===== src/rtl/axi_memif_master_pkg.sv =====
// Shared definitions for the mi-to-AXI4-Lite master bridge: response codes, protection default,
// FSM state encoding and the response-status helper.
package axi_memif_master_pkg;

   typedef enum logic [1:0] {
      RESP_OKAY   = 2'b00,
      RESP_EXOKAY = 2'b01,
      RESP_SLVERR = 2'b10,
      RESP_DECERR = 2'b11
   } axi_resp_e;

   localparam logic [2:0] AXI_PROT_DEFAULT = 3'b000;

   typedef enum logic [2:0] {
      ST_IDLE,
      ST_WRITE,
      ST_WRESP,
      ST_RADDR,
      ST_RDATA
   } state_e;

   // Any response other than OKAY is reported as an error, EXOKAY included.
   function automatic logic resp_is_err(input logic [1:0] resp);
      return resp != RESP_OKAY;
   endfunction

endpackage


===== src/rtl/axi_memif_master_if.sv =====
// Bundles the mi_* request side and the AXI4-Lite master channels of the bridge.
// The master modport is the bridge's view; slave is the view of whatever surrounds it.
interface axi_memif_master_if #(
   parameter int AW = 32,
   parameter int DW = 32
);
   localparam int SW = DW / 8;

   logic          mi_access;
   logic          mi_write;
   logic [AW-1:0] mi_addr;
   logic [DW-1:0] mi_data_in;
   logic          mi_wait;
   logic          mi_wr_done;
   logic          mi_rd_valid;
   logic [DW-1:0] mi_data_out;
   logic          mi_err;

   logic [AW-1:0] m_axi_awaddr;
   logic [2:0]    m_axi_awprot;
   logic          m_axi_awvalid;
   logic          m_axi_awready;
   logic [DW-1:0] m_axi_wdata;
   logic [SW-1:0] m_axi_wstrb;
   logic          m_axi_wvalid;
   logic          m_axi_wready;
   logic [1:0]    m_axi_bresp;
   logic          m_axi_bvalid;
   logic          m_axi_bready;
   logic [AW-1:0] m_axi_araddr;
   logic [2:0]    m_axi_arprot;
   logic          m_axi_arvalid;
   logic          m_axi_arready;
   logic [DW-1:0] m_axi_rdata;
   logic [1:0]    m_axi_rresp;
   logic          m_axi_rvalid;
   logic          m_axi_rready;

   modport master (
      input  mi_access, mi_write, mi_addr, mi_data_in,
      output mi_wait, mi_wr_done, mi_rd_valid, mi_data_out, mi_err,
      output m_axi_awaddr, m_axi_awprot, m_axi_awvalid,
      input  m_axi_awready,
      output m_axi_wdata, m_axi_wstrb, m_axi_wvalid,
      input  m_axi_wready,
      input  m_axi_bresp, m_axi_bvalid,
      output m_axi_bready,
      output m_axi_araddr, m_axi_arprot, m_axi_arvalid,
      input  m_axi_arready,
      input  m_axi_rdata, m_axi_rresp, m_axi_rvalid,
      output m_axi_rready
   );

   modport slave (
      output mi_access, mi_write, mi_addr, mi_data_in,
      input  mi_wait, mi_wr_done, mi_rd_valid, mi_data_out, mi_err,
      input  m_axi_awaddr, m_axi_awprot, m_axi_awvalid,
      output m_axi_awready,
      input  m_axi_wdata, m_axi_wstrb, m_axi_wvalid,
      output m_axi_wready,
      output m_axi_bresp, m_axi_bvalid,
      input  m_axi_bready,
      input  m_axi_araddr, m_axi_arprot, m_axi_arvalid,
      output m_axi_arready,
      output m_axi_rdata, m_axi_rresp, m_axi_rvalid,
      input  m_axi_rready
   );

endinterface


===== src/rtl/axi_memif_master.sv =====
// Single-outstanding bridge from mi_* register strobes to an AXI4-Lite master port.
// Write address and data channels complete independently; completion is reported as a one-cycle pulse.
module axi_memif_master
   import axi_memif_master_pkg::*;
#(
   parameter int AW = 32,
   parameter int DW = 32
) (
   input  logic               clk,
   input  logic               reset,
   axi_memif_master_if.master bus
);

   state_e        r_state;
   logic [AW-1:0] r_addr;
   logic [DW-1:0] r_wdata;
   logic [DW-1:0] r_rdata;
   logic          r_awvalid;
   logic          r_wvalid;
   logic          r_aw_done;
   logic          r_w_done;
   logic          r_bready;
   logic          r_arvalid;
   logic          r_rready;
   logic          r_wait;
   logic          r_wr_done;
   logic          r_rd_valid;
   logic          r_err;

   logic w_aw_fire;
   logic w_w_fire;
   logic w_aw_ok;
   logic w_w_ok;

   assign w_aw_fire = r_awvalid & bus.m_axi_awready;
   assign w_w_fire  = r_wvalid & bus.m_axi_wready;
   // A channel counts as finished if it completed earlier or completes this cycle.
   assign w_aw_ok   = r_aw_done | w_aw_fire;
   assign w_w_ok    = r_w_done | w_w_fire;

   always_ff @(posedge clk) begin
      if (reset) begin
         r_state    <= ST_IDLE;
         r_addr     <= '0;
         r_wdata    <= '0;
         r_rdata    <= '0;
         r_awvalid  <= 1'b0;
         r_wvalid   <= 1'b0;
         r_aw_done  <= 1'b0;
         r_w_done   <= 1'b0;
         r_bready   <= 1'b0;
         r_arvalid  <= 1'b0;
         r_rready   <= 1'b0;
         r_wait     <= 1'b0;
         r_wr_done  <= 1'b0;
         r_rd_valid <= 1'b0;
         r_err      <= 1'b0;
      end else begin
         r_wr_done  <= 1'b0;
         r_rd_valid <= 1'b0;
         r_err      <= 1'b0;
         case (r_state)
            ST_IDLE: begin
               if (bus.mi_access) begin
                  r_addr <= bus.mi_addr;
                  r_wait <= 1'b1;
                  if (bus.mi_write) begin
                     r_wdata   <= bus.mi_data_in;
                     r_awvalid <= 1'b1;
                     r_wvalid  <= 1'b1;
                     r_aw_done <= 1'b0;
                     r_w_done  <= 1'b0;
                     r_state   <= ST_WRITE;
                  end else begin
                     r_arvalid <= 1'b1;
                     r_state   <= ST_RADDR;
                  end
               end
            end
            ST_WRITE: begin
               if (w_aw_fire) begin
                  r_awvalid <= 1'b0;
                  r_aw_done <= 1'b1;
               end
               if (w_w_fire) begin
                  r_wvalid <= 1'b0;
                  r_w_done <= 1'b1;
               end
               if (w_aw_ok && w_w_ok) begin
                  r_bready <= 1'b1;
                  r_state  <= ST_WRESP;
               end
            end
            ST_WRESP: begin
               if (bus.m_axi_bvalid) begin
                  r_bready  <= 1'b0;
                  r_wr_done <= 1'b1;
                  r_err     <= resp_is_err(bus.m_axi_bresp);
                  r_wait    <= 1'b0;
                  r_state   <= ST_IDLE;
               end
            end
            ST_RADDR: begin
               if (bus.m_axi_arready) begin
                  r_arvalid <= 1'b0;
                  r_rready  <= 1'b1;
                  r_state   <= ST_RDATA;
               end
            end
            ST_RDATA: begin
               if (bus.m_axi_rvalid) begin
                  r_rready   <= 1'b0;
                  r_rdata    <= bus.m_axi_rdata;
                  r_rd_valid <= 1'b1;
                  r_err      <= resp_is_err(bus.m_axi_rresp);
                  r_wait     <= 1'b0;
                  r_state    <= ST_IDLE;
               end
            end
            default: r_state <= ST_IDLE;
         endcase
      end
   end

   assign bus.mi_wait       = r_wait;
   assign bus.mi_wr_done    = r_wr_done;
   assign bus.mi_rd_valid   = r_rd_valid;
   assign bus.mi_data_out   = r_rdata;
   assign bus.mi_err        = r_err;

   // Address and write data come from the request latches, so they stay put while any valid is up.
   assign bus.m_axi_awaddr  = r_addr;
   assign bus.m_axi_awprot  = AXI_PROT_DEFAULT;
   assign bus.m_axi_awvalid = r_awvalid;
   assign bus.m_axi_wdata   = r_wdata;
   assign bus.m_axi_wstrb   = '1;
   assign bus.m_axi_wvalid  = r_wvalid;
   assign bus.m_axi_bready  = r_bready;
   assign bus.m_axi_araddr  = r_addr;
   assign bus.m_axi_arprot  = AXI_PROT_DEFAULT;
   assign bus.m_axi_arvalid = r_arvalid;
   assign bus.m_axi_rready  = r_rready;

   a_aw_hold: assert property (@(posedge clk) disable iff (reset)
      (r_awvalid && !bus.m_axi_awready) |=> (r_awvalid && $stable(r_addr)));
   a_w_hold: assert property (@(posedge clk) disable iff (reset)
      (r_wvalid && !bus.m_axi_wready) |=> (r_wvalid && $stable(r_wdata)));
   a_ar_hold: assert property (@(posedge clk) disable iff (reset)
      (r_arvalid && !bus.m_axi_arready) |=> (r_arvalid && $stable(r_addr)));
   a_err_with_pulse: assert property (@(posedge clk) disable iff (reset)
      r_err |-> (r_wr_done || r_rd_valid));

endmodule


===== src/flat_wrapper.sv =====
// flat-port wrapper written by rule: the top's interface ports become plain ports
module axi_memif_master_flat import axi_memif_master_pkg::*;
#(
   parameter int AW = 32,
   parameter int DW = 32
)
  (clk, reset, bus_mi_access, bus_mi_write, bus_mi_addr, bus_mi_data_in, bus_mi_wait, bus_mi_wr_done, bus_mi_rd_valid, bus_mi_data_out, bus_mi_err, bus_m_axi_awaddr, bus_m_axi_awprot, bus_m_axi_awvalid, bus_m_axi_awready, bus_m_axi_wdata, bus_m_axi_wstrb, bus_m_axi_wvalid, bus_m_axi_wready, bus_m_axi_bresp, bus_m_axi_bvalid, bus_m_axi_bready, bus_m_axi_araddr, bus_m_axi_arprot, bus_m_axi_arvalid, bus_m_axi_arready, bus_m_axi_rdata, bus_m_axi_rresp, bus_m_axi_rvalid, bus_m_axi_rready);
  axi_memif_master_if #(.AW(AW), .DW(DW)) bus_i ();
  input  logic clk;
  input  logic reset;
  input wire logic [$bits(bus_i.mi_access)-1:0] bus_mi_access;
  input wire logic [$bits(bus_i.mi_write)-1:0] bus_mi_write;
  input wire logic [$bits(bus_i.mi_addr)-1:0] bus_mi_addr;
  input wire logic [$bits(bus_i.mi_data_in)-1:0] bus_mi_data_in;
  output wire logic [$bits(bus_i.mi_wait)-1:0] bus_mi_wait;
  output wire logic [$bits(bus_i.mi_wr_done)-1:0] bus_mi_wr_done;
  output wire logic [$bits(bus_i.mi_rd_valid)-1:0] bus_mi_rd_valid;
  output wire logic [$bits(bus_i.mi_data_out)-1:0] bus_mi_data_out;
  output wire logic [$bits(bus_i.mi_err)-1:0] bus_mi_err;
  output wire logic [$bits(bus_i.m_axi_awaddr)-1:0] bus_m_axi_awaddr;
  output wire logic [$bits(bus_i.m_axi_awprot)-1:0] bus_m_axi_awprot;
  output wire logic [$bits(bus_i.m_axi_awvalid)-1:0] bus_m_axi_awvalid;
  input wire logic [$bits(bus_i.m_axi_awready)-1:0] bus_m_axi_awready;
  output wire logic [$bits(bus_i.m_axi_wdata)-1:0] bus_m_axi_wdata;
  output wire logic [$bits(bus_i.m_axi_wstrb)-1:0] bus_m_axi_wstrb;
  output wire logic [$bits(bus_i.m_axi_wvalid)-1:0] bus_m_axi_wvalid;
  input wire logic [$bits(bus_i.m_axi_wready)-1:0] bus_m_axi_wready;
  input wire logic [$bits(bus_i.m_axi_bresp)-1:0] bus_m_axi_bresp;
  input wire logic [$bits(bus_i.m_axi_bvalid)-1:0] bus_m_axi_bvalid;
  output wire logic [$bits(bus_i.m_axi_bready)-1:0] bus_m_axi_bready;
  output wire logic [$bits(bus_i.m_axi_araddr)-1:0] bus_m_axi_araddr;
  output wire logic [$bits(bus_i.m_axi_arprot)-1:0] bus_m_axi_arprot;
  output wire logic [$bits(bus_i.m_axi_arvalid)-1:0] bus_m_axi_arvalid;
  input wire logic [$bits(bus_i.m_axi_arready)-1:0] bus_m_axi_arready;
  input wire logic [$bits(bus_i.m_axi_rdata)-1:0] bus_m_axi_rdata;
  input wire logic [$bits(bus_i.m_axi_rresp)-1:0] bus_m_axi_rresp;
  input wire logic [$bits(bus_i.m_axi_rvalid)-1:0] bus_m_axi_rvalid;
  output wire logic [$bits(bus_i.m_axi_rready)-1:0] bus_m_axi_rready;
  assign bus_i.mi_access = bus_mi_access;
  assign bus_i.mi_write = bus_mi_write;
  assign bus_i.mi_addr = bus_mi_addr;
  assign bus_i.mi_data_in = bus_mi_data_in;
  assign bus_mi_wait = bus_i.mi_wait;
  assign bus_mi_wr_done = bus_i.mi_wr_done;
  assign bus_mi_rd_valid = bus_i.mi_rd_valid;
  assign bus_mi_data_out = bus_i.mi_data_out;
  assign bus_mi_err = bus_i.mi_err;
  assign bus_m_axi_awaddr = bus_i.m_axi_awaddr;
  assign bus_m_axi_awprot = bus_i.m_axi_awprot;
  assign bus_m_axi_awvalid = bus_i.m_axi_awvalid;
  assign bus_i.m_axi_awready = bus_m_axi_awready;
  assign bus_m_axi_wdata = bus_i.m_axi_wdata;
  assign bus_m_axi_wstrb = bus_i.m_axi_wstrb;
  assign bus_m_axi_wvalid = bus_i.m_axi_wvalid;
  assign bus_i.m_axi_wready = bus_m_axi_wready;
  assign bus_i.m_axi_bresp = bus_m_axi_bresp;
  assign bus_i.m_axi_bvalid = bus_m_axi_bvalid;
  assign bus_m_axi_bready = bus_i.m_axi_bready;
  assign bus_m_axi_araddr = bus_i.m_axi_araddr;
  assign bus_m_axi_arprot = bus_i.m_axi_arprot;
  assign bus_m_axi_arvalid = bus_i.m_axi_arvalid;
  assign bus_i.m_axi_arready = bus_m_axi_arready;
  assign bus_i.m_axi_rdata = bus_m_axi_rdata;
  assign bus_i.m_axi_rresp = bus_m_axi_rresp;
  assign bus_i.m_axi_rvalid = bus_m_axi_rvalid;
  assign bus_m_axi_rready = bus_i.m_axi_rready;
  axi_memif_master #(.AW(AW), .DW(DW)) u_core (.clk(clk), .reset(reset), .bus(bus_i));
endmodule

===== config.mk =====
export PLATFORM = sky130hd
export DESIGN_NAME = axi_memif_master_flat
export DESIGN_NICKNAME = d
export VERILOG_FILES = /design/src/rtl/axi_memif_master_pkg.sv /design/src/rtl/axi_memif_master_if.sv /design/src/rtl/axi_memif_master.sv /design/src/flat_wrapper.sv
export SDC_FILE = /design/constraint.sdc
export NUM_CORES = 1
export LEC_CHECK = 0
export CORE_ASPECT_RATIO = 0.6
export CORE_UTILIZATION = 38
export DETAILED_ROUTE_END_ITERATION = 8
export PLACE_DENSITY = 0.77
export SLEW_MARGIN = 20
export SYNTH_ARGS = -nofsm -noshare
export SYNTH_HDL_FRONTEND = slang
export SYNTH_SLANG_ARGS = --single-unit

===== constraint.sdc =====
create_clock -name clk -period 1.85 [get_ports clk]
set_input_delay 0.37 -clock clk [delete_from_list [all_inputs] [get_ports clk]]
set_output_delay 0.37 -clock clk [all_outputs]
set_load 0.02 [all_outputs]

# Word level (Yosys, flattened, before mapping)

Index checks and enable logic that the tools add are counted.

Output and inout port bits: 147
RAM bits: 0
ROM bits: 0
Register bits: 110
Memories: 0
Input port bits: 109
Latch bits: 0

Div/mod/pow operators: 0
Shift-type cells: 0
Reduce and logical (&&, ||, !) cells: 21
Multipliers: 0
Magnitude comparators: 0
Mux-type cells: 36
Equality and inequality tests: 13
Add/sub/neg operators: 0
Bitwise gates (word level): 6

Operators by type and width:

| operator                                                                | number |
|---|---|
| 1-bit 2-to-1 mux                                                        | 20 |
| 1-bit case mux with 2 select lines                                      | 8 |
| 4-bit AND reduction                                                     | 4 |
| 3-bit 2-to-1 mux                                                        | 5 |
| 3-bit case mux with 5 select lines                                      | 1 |
| 2-bit inequality test, second input constant                            | 6 |
| 2-bit nonzero test                                                      | 6 |
| 3-bit AND reduction                                                     | 3 |
| 3-bit by 2-bit == test with 1-bit output, second input constant         | 2 |
| 2-bit by 1-bit inequality test with 1-bit output, second input constant | 3 |
| 5-bit AND reduction                                                     | 1 |
| 2-bit AND reduction                                                     | 2 |
| 2-bit OR reduction                                                      | 2 |
| 3-bit by 1-bit == test with 1-bit output, second input constant         | 1 |
| 3-bit == test, second input constant                                    | 1 |
| 3-bit logical NOT                                                       | 1 |
| 1-bit case mux with 3 select lines                                      | 1 |
| 3-bit nonzero test                                                      | 1 |
| 1-bit bitwise AND                                                       | 2 |
| 2-bit 2-to-1 mux                                                        | 1 |
| 1-bit inverter                                                          | 2 |
| 1-bit bitwise OR                                                        | 2 |
| 1-bit logical AND                                                       | 1 |

# Longest topological paths before layout

Gate-level depths: netlist of run 1.

Word-level depth: 5
Mapped depth: 6
Gate-level depth less buffers: 3

# Worst setup path after synthesis of run 1

Ideal clock, no wire load.

Path type: register to register
From: reg u_core.r_state[1]
To: reg u_core.r_wdata[0], in the netlist u_core.bus.m_axi_wdata[0]
Clock period less this slack: 1.506 ns
Library setup time: 0.132 ns
Cell stages (with the launch flop): 7
Data arrival time: 1.374 ns
Required time: 1.718 ns
Slack: 0.344 ns
Cell sequence: dfxtp_1 > buf_2 > or4b_1 > buf_2 > buf_6 > o21ai_1 > a21oi_1

Longest elaborated chain between the ends: 2

Ends and longest elaborated chain:

| item                          | RTL line               | source |
|---|---|---|
| start: declaration            | axi_memif_master.sv:14 | `state_e r_state;` |
| start signal: assignment      | axi_memif_master.sv:43 | `r_state <= ST_IDLE;` |
| start signal: assignment      | axi_memif_master.sv:73 | `r_state <= ST_WRITE;` |
| start signal: assignment      | axi_memif_master.sv:76 | `r_state <= ST_RADDR;` |
| 3-bit logical NOT             | axi_memif_master.sv:62 | `case (r_state)` |
| 3-bit AND reduction (no line) | n/a                    |  |
| end signal: assignment        | axi_memif_master.sv:68 | `r_wdata <= bus.mi_data_in;` |
| end: declaration              | axi_memif_master.sv:16 | `logic [DW-1:0] r_wdata;` |

Every way passes these cells.
A chain may end at the register's enable or synchronous reset.

# Worst setup path after layout of run 1

From: in bus_mi_access
To: reg u_core.r_wdata[15], in the netlist u_core.bus.m_axi_wdata[15]

Longest elaborated chain between the ends: 1

Ends and longest elaborated chain:

| item                          | RTL line           | source |
|---|---|---|
| start: declaration            | flat_wrapper.sv:11 | `input wire logic [$bits(bus_i.mi_access)-1:0] bus_mi_access;` |
| 3-bit AND reduction (no line) | n/a                |  |

Every way passes these cells.

==> results of run 1 <==
==> report_power, final <==
group | switching, W | internal [W]
sequential | 0.000160 | 0.00261
clock | 0.000863 | 0.00123
combinational | 0.00130 | 0.00116
total | 0.00233 | 0.00500
==> cells by family after synthesis <==
group	Yosys count	synth area share, %
buffers and inverters	90	12.0
AND/OR/NAND/NOR	186	18.5
other	2	0.171
XOR/XNOR	1	0.199
AO/OA/AOI/OAI	152	18.4
flip-flops	110	50.0
multiplexers	3	0.710
==> flip-flops by register name (all words and copies together), names as in the netlist <==
signal and cells:
u_core.bus.m_axi_wdata 32, u_core.bus.m_axi_awvalid 1, u_core.bus.m_axi_wvalid 1, u_core.bus.m_axi_bready 1, u_core.r_state 3, u_core.r_w_done 1, u_core.bus.mi_err 1, u_core.bus.m_axi_araddr 32
u_core.bus.mi_data_out 32, u_core.r_aw_done 1, u_core.bus.m_axi_arvalid 1, u_core.bus.m_axi_rready 1, u_core.bus.mi_wr_done 1, u_core.bus.mi_rd_valid 1, u_core.bus.mi_wait 1
==> layer usage <==
metal	up-vias	routed length (um)	part of all wire, %	GRT usage (%)
li1	2162	-	-	-
met1	2070	5570	43	25.8
met2	152	6480	50	37.5
met3	12	843	6.5	6.26
met4	0	126	0.97	6.03
met5	-	0	0	0
==> critical path, stage by stage <==
cell and delay (ns):
clkdlybuf4s50_1 0.47, or4b_2 0.66, buf_12 0.21, o21ai_1 0.16, a21oi_1 0.09
==> layout make-up <==
type	count	area (sq um)
tap	160	200
clock inverter	5	82.6
clock buffer	11	243
inverter	3	11.3
multi-input combinational	352	1720
sequential	110	2200
timing repair buffer	264	2660
fill	972	4190
==> layout by cell type (no fill, tap or decap), types with 2 or more instances in the layout <==
master             n
o21ai_0           14
mux2i_1            2
buf_4             15
nand3_1           32
nand2_1          131
clkbuf_16          9
dfxtp_1          110
inv_1              3
conb_1            10
bufinv_16          2
clkdlybuf4s50_1  244
buf_12             5
clkinv_4           2
o21ai_1           21
a21oi_1          102
nor2_1             9
and3_1             2
nand4bb_1          2
a211oi_1           5
nor3_1             2
==> worst max path at each step <==
| stage | endpoint | cells past startpoint | start | slack (ns) |
|---|---|---|---|---|
| final | u_core.bus.m_axi_wdata[15] | 5 | bus_mi_access | 0.09 |
| after global routing | u_core.bus.m_axi_wdata[11] | 5 | bus_mi_access | 0.0003 |
| after CTS | u_core.bus.m_axi_wdata[15] | 5 | bus_mi_access | 0.02 |
| after detailed placement | u_core.bus.m_axi_wdata[15] | 5 | bus_mi_access | -0.34 |
| after global placement | u_core.bus.m_axi_wdata[12] | 5 | bus_mi_access | -0.24 |
| after floorplan | u_core.bus.m_axi_wdata[0] | 6 | u_core.r_state[1] | 0.34 |
==> metrics by stage <==
stage / instance area [sq um] / util [%] / worst slack [ns] / hold slack, ns / total power [W]
global placement: 6790 / 60.1 / -0.240 / 0.441 / 0.00524
detailed placement: 6790 / 60.1 / -0.336 / 0.451 / 0.00530
global route: 7110 / 62.9 / 0.000257 / 0.440 / 0.00770
CTS: 7110 / 62.9 / 0.0206 / 0.407 / 0.00739
finish: 7110 / 62.9 / 0.0890 / 0.422 / 0.00733
floorplan: 4430 / - / 0.344 / 0.467 / 0.00426
==> repair_timing <==
action | CTS | global route
endpoints found under the hold margin | 0 | 0
setup buffers | 0 | 0
hold buffers | 0 | 0
endpoints found under the setup margin | 0 | 1
gates resized for setup | 0 | 1
==> impl_results.md, run 1 <==
- Pwr/cell area: 1030 nW/um^2
- CP required: 2.06 ns
- DRT Pass-1 Iters: 4
- Crit share post-route: 95.2%
- Seq cells post-synth: 110
- Kind of critical path: in2reg
- R2R Path Start: u_core.r_state[2]
- Drt via density: 4.86
- R2R Setup Slk: 0.20 ns
- Port Buffer Count: 245
- Clk_skew: 0.00502 ns
- WL/cell: 14.4 um
- HPWL Detailed: 9.44 mm
- Die H: 85.4 um
- CP max FO: 33
- Leak pwr: 2.51 nW
- Achievable Freq: 568 MHz
- Post-Synthesis Cells: 544
- Worst Hold End: u_core.bus.mi_rd_valid
- Worst-skew pair later-pin latency: 0.33 ns
- Nets@finish: 849
- Core area: 11,300 sq um
- Synth area leader: dfxtp_1
- Post-route ant nets: 0
- Commonest cells in the netlist: nand2_1 (131), dfxtp_1 (110), a21oi_1 (102), buf_4 (42), nand3_1 (32)
- Sinks on Clock Net: 110
- Syn. warnings: 0
- Antenna violations before repair: 0
- GP Congestion: 0.767
- EDFF count, synth: 0
- Clk buf depth: 2
- CTS tree: done
- Clock slew at reported path FFs: 0.07 ns
- Post-route setup TNS: 0 ns
- Starting Density: 39.0%
- Max VDD drop: 0.587 mV
- Crit path capture type: flop
- Post-route minimum period: 1.76 ns
- Max-cap violations: 0
- Cts bufs inserted: 9
- Std cell rows: 30
- Synth unique cells: 38
- Post-Syn Area: 4400 sq um
- I/O Pins: 256
- Via count: 4,396
- CTS Root Cell: clkbuf_16
- Number of global-route vias before repair: 4,187
- Top cells by area, synth: dfxtp_1 (50%), a21oi_1 (12%), nand2_1 (11%)
- RSZ-0062 raised after global routing: no
- Total die area: 12,000 sq um
- # setup viols final: 0
- Pin count of the biggest net entering global routing: 55
- WP data arrival: 1.97 ns
- Prevailing post-synth register cell: dfxtp_1
- Hold WC Path Type: in2reg
- Mapped Avg Cell Area: 8.10 sq um
- Total track usage: 21.5%
- Worst r2r dst: u_core.bus.m_axi_wdata[15]
- Drt total wl: 13.0 mm
- Fin. Hold Viols: 0
- Outcome: finished, final reports clean
- Die X: 141 um
- Worst Min Path Start: reset
- Most frequent cell after synthesis: nand2_1
- CTS HTree Levels: 3
- Setup crit start kind: primary input
- WHS Path Cells: 2
- Max Slew Vio Count: 0
- Register-to-Register Path Depth: 4
- Cells after DPL: 889
- Initial DRC Count: 145
- N_diodes: 0
- Share of layout cells above drive strength 1: 5.50%
- Area Growth Syn to Fin: 61.4%
- Area share of the largest cell type after synthesis: 50.0%
- Post-synthesis sequential area ratio: 50.0%
- Final std cells w/o fill: 905
- Post-synth ARST share: 0%
- First-pass GRT wire length: 20.6 mm
- Gr ovfl total: 0
- DRC viols: 0
Power figures use the tool's default switching activity.
==> run 2, diff against run 1 <==
- clock period: 1.85 -> 2 ns (I/O delays scaled with it)
==> run 2 against run 1 <==
Net effect: critical endpoint is now u_core.bus.m_axi_wdata[17]; largest cell class unchanged; via count down 0.18%; setup slack better by 0.094 ns; highest routed layer unchanged; first-iteration DRC count down 2.1%; largest power group unchanged; global-route usage down 0.12 points.
==> impl_results.md, run 2 (synthesis gave the netlist of run 1 again) <==
- Outcome: finished, final reports clean
- Max-slew headroom: 40.0%
- Sw Share: 32.0%
- Comb power frac: 34.5%
- CTS Root Cell: clkbuf_16
- CP max FO: 33
- Leak pwr: 2.48 nW
- Post-route minimum period: 1.82 ns
- Starting Density: 39.0%
- N_diodes: 0
- Post-CTS Setup Bufs: 0
- Pwr/cell area: 934 nW/um^2
- CP required: 2.22 ns
- Die X: 141 um
- P_sw: 0.00211 W
- Via count: 4,388
- Sinks on Clock Net: 110
- Internal power: 0.00449 W
- I/O Pins: 256
- Hold Buf Count CTS: 0
- GP Congestion: 0.769
- Final std cells w/o fill: 903
- DRC viols: 0
- WP data arrival: 2.04 ns
- Clock power frac: 26.7%
- Max-cap violations: 0
- Slew @ Worst Pin: 0.899 ns
- DRT Pass-1 Iters: 4
- Drt total wl: 12.9 mm
- Total die area: 12,000 sq um
- Hold WC Path Type: reg2reg
- Clk buf depth: 2
- Nets@finish: 848
- Seq pwr share: 38.8%
- Clk_skew: 0.00704 ns
- Share of layout cells above drive strength 1: 5.11%
- Clock slew at reported path FFs: 0.07 ns
- Die H: 85.4 um
- Number of global-route vias before repair: 4,129
- Max Slew Vio Count: 0
- Register-to-Register Path Depth: 4
- WL/cell: 14.3 um
- Drt via density: 4.86
- CTS tree: done
- Achievable Freq: 550 MHz
- Gr ovfl total: 0
- WHS Path Cells: 2
- Std cell rows: 30
- CTS HTree Levels: 3
- Post-route ant nets: 0
- Crit path capture type: flop
- Port Buffer Count: 245
- Post-CTS sizing: 0
- Setup crit start kind: primary input
- Fin. Hold Viols: 0
- Pin count of the biggest net entering global routing: 61
- Cts bufs inserted: 9
- First-pass GRT wire length: 20.5 mm
- Antenna violations before repair: 0
- Core area: 11,300 sq um
- Max VDD drop: 0.582 mV
- Most common cell after layout, fill and taps aside: clkdlybuf4s50_1
- Initial DRC Count: 142
- # setup viols final: 0
- HPWL Detailed: 9.47 mm
- Most frequent cells in the layout: clkdlybuf4s50_1 (244), nand2_1 (131), dfxtp_1 (110), a21oi_1 (102), nand3_1 (32)
- Overall power: 0.00660 W
- RSZ-0062 raised after global routing: no
- Final Util: 62.6%
- Area Growth Syn to Fin: 60.5%
- Total track usage: 21.4%
- Worst-skew pair later-pin latency: 0.34 ns
- Kind of critical path: in2reg
- Crit share post-route: 90.8%
- Cells after DPL: 888
## run 2: cell count changes in the layout (fill, tap and decap cells not counted), sizes merged
cell,delta
buf,-1
bufinv,-1
clkbuf,+1
clkinv,-3
clkinvlp,+2
## run 2: critical path: stages
cell	delay (ns)
clkdlybuf4s50_1	0.48
or4b_2	0.67
buf_12	0.21
o21ai_0	0.18
a21oi_1	0.10
## run 2: cell type report
cell class              instances  area (sq um)
clock buffers                  12           246
clock inverters                 3          45.0
fillers                       967          4230
inverters                       3          11.3
multi-input cells             352          1720
flip-flops and latches        110          2200
well taps                     160           200
repair buffers                263          2650
## run 2: path summary, 6_finish.rpt
kind | startpoint | to | slack (ns)
setup / recovery | bus_mi_access | u_core.bus.m_axi_wdata[17] | 0.18
hold / removal | u_core.bus.mi_data_out[7] | u_core.bus.mi_data_out[7] | 0.46
setup reg to reg | u_core.r_state[2] | u_core.bus.m_axi_wdata[17] | 0.34
hold reg to reg | u_core.bus.mi_data_out[7] | u_core.bus.mi_data_out[7] | 0.46
## run 2: stage by stage
| stage | hold WS (ns) | setup WS [ns] | setup TNS, ns | cell area [sq um] |
|---|---|---|---|---|
| CTS | 0.456 | 0.193 | 0 | 7070 |
| floorplan | 0.497 | 0.494 | 0 | 4430 |
| global route | 0.473 | 0.0957 | 0 | 7070 |
| detailed placement | 0.447 | -0.160 | -6.68 | 6780 |
| finish | 0.456 | 0.183 | 0 | 7070 |
| global placement | 0.441 | -0.138 | -5.24 | 6780 |
## run 2: layer usage
metal	vias up	part of all wire, %	track usage (%)	wire length, um
met4	0	1.9	6.72	239
li1	2167	-	-	-
met5	-	0	0	0
met2	163	48	37.0	6240
met1	2037	43	25.7	5550
met3	21	6.8	6.15	873
## run 2: power by group through the flow
stage	clock network, W	registers [W]	logic [W]
2_1_floorplan	0	0.00285	0.00109
6_report	0.00176	0.00256	0.00227
4_1_cts	0.00182	0.00257	0.00229
3_3_place_gp	0	0.00260	0.00225
3_5_place_dp	0	0.00262	0.00228
5_1_grt	0.00189	0.00260	0.00244
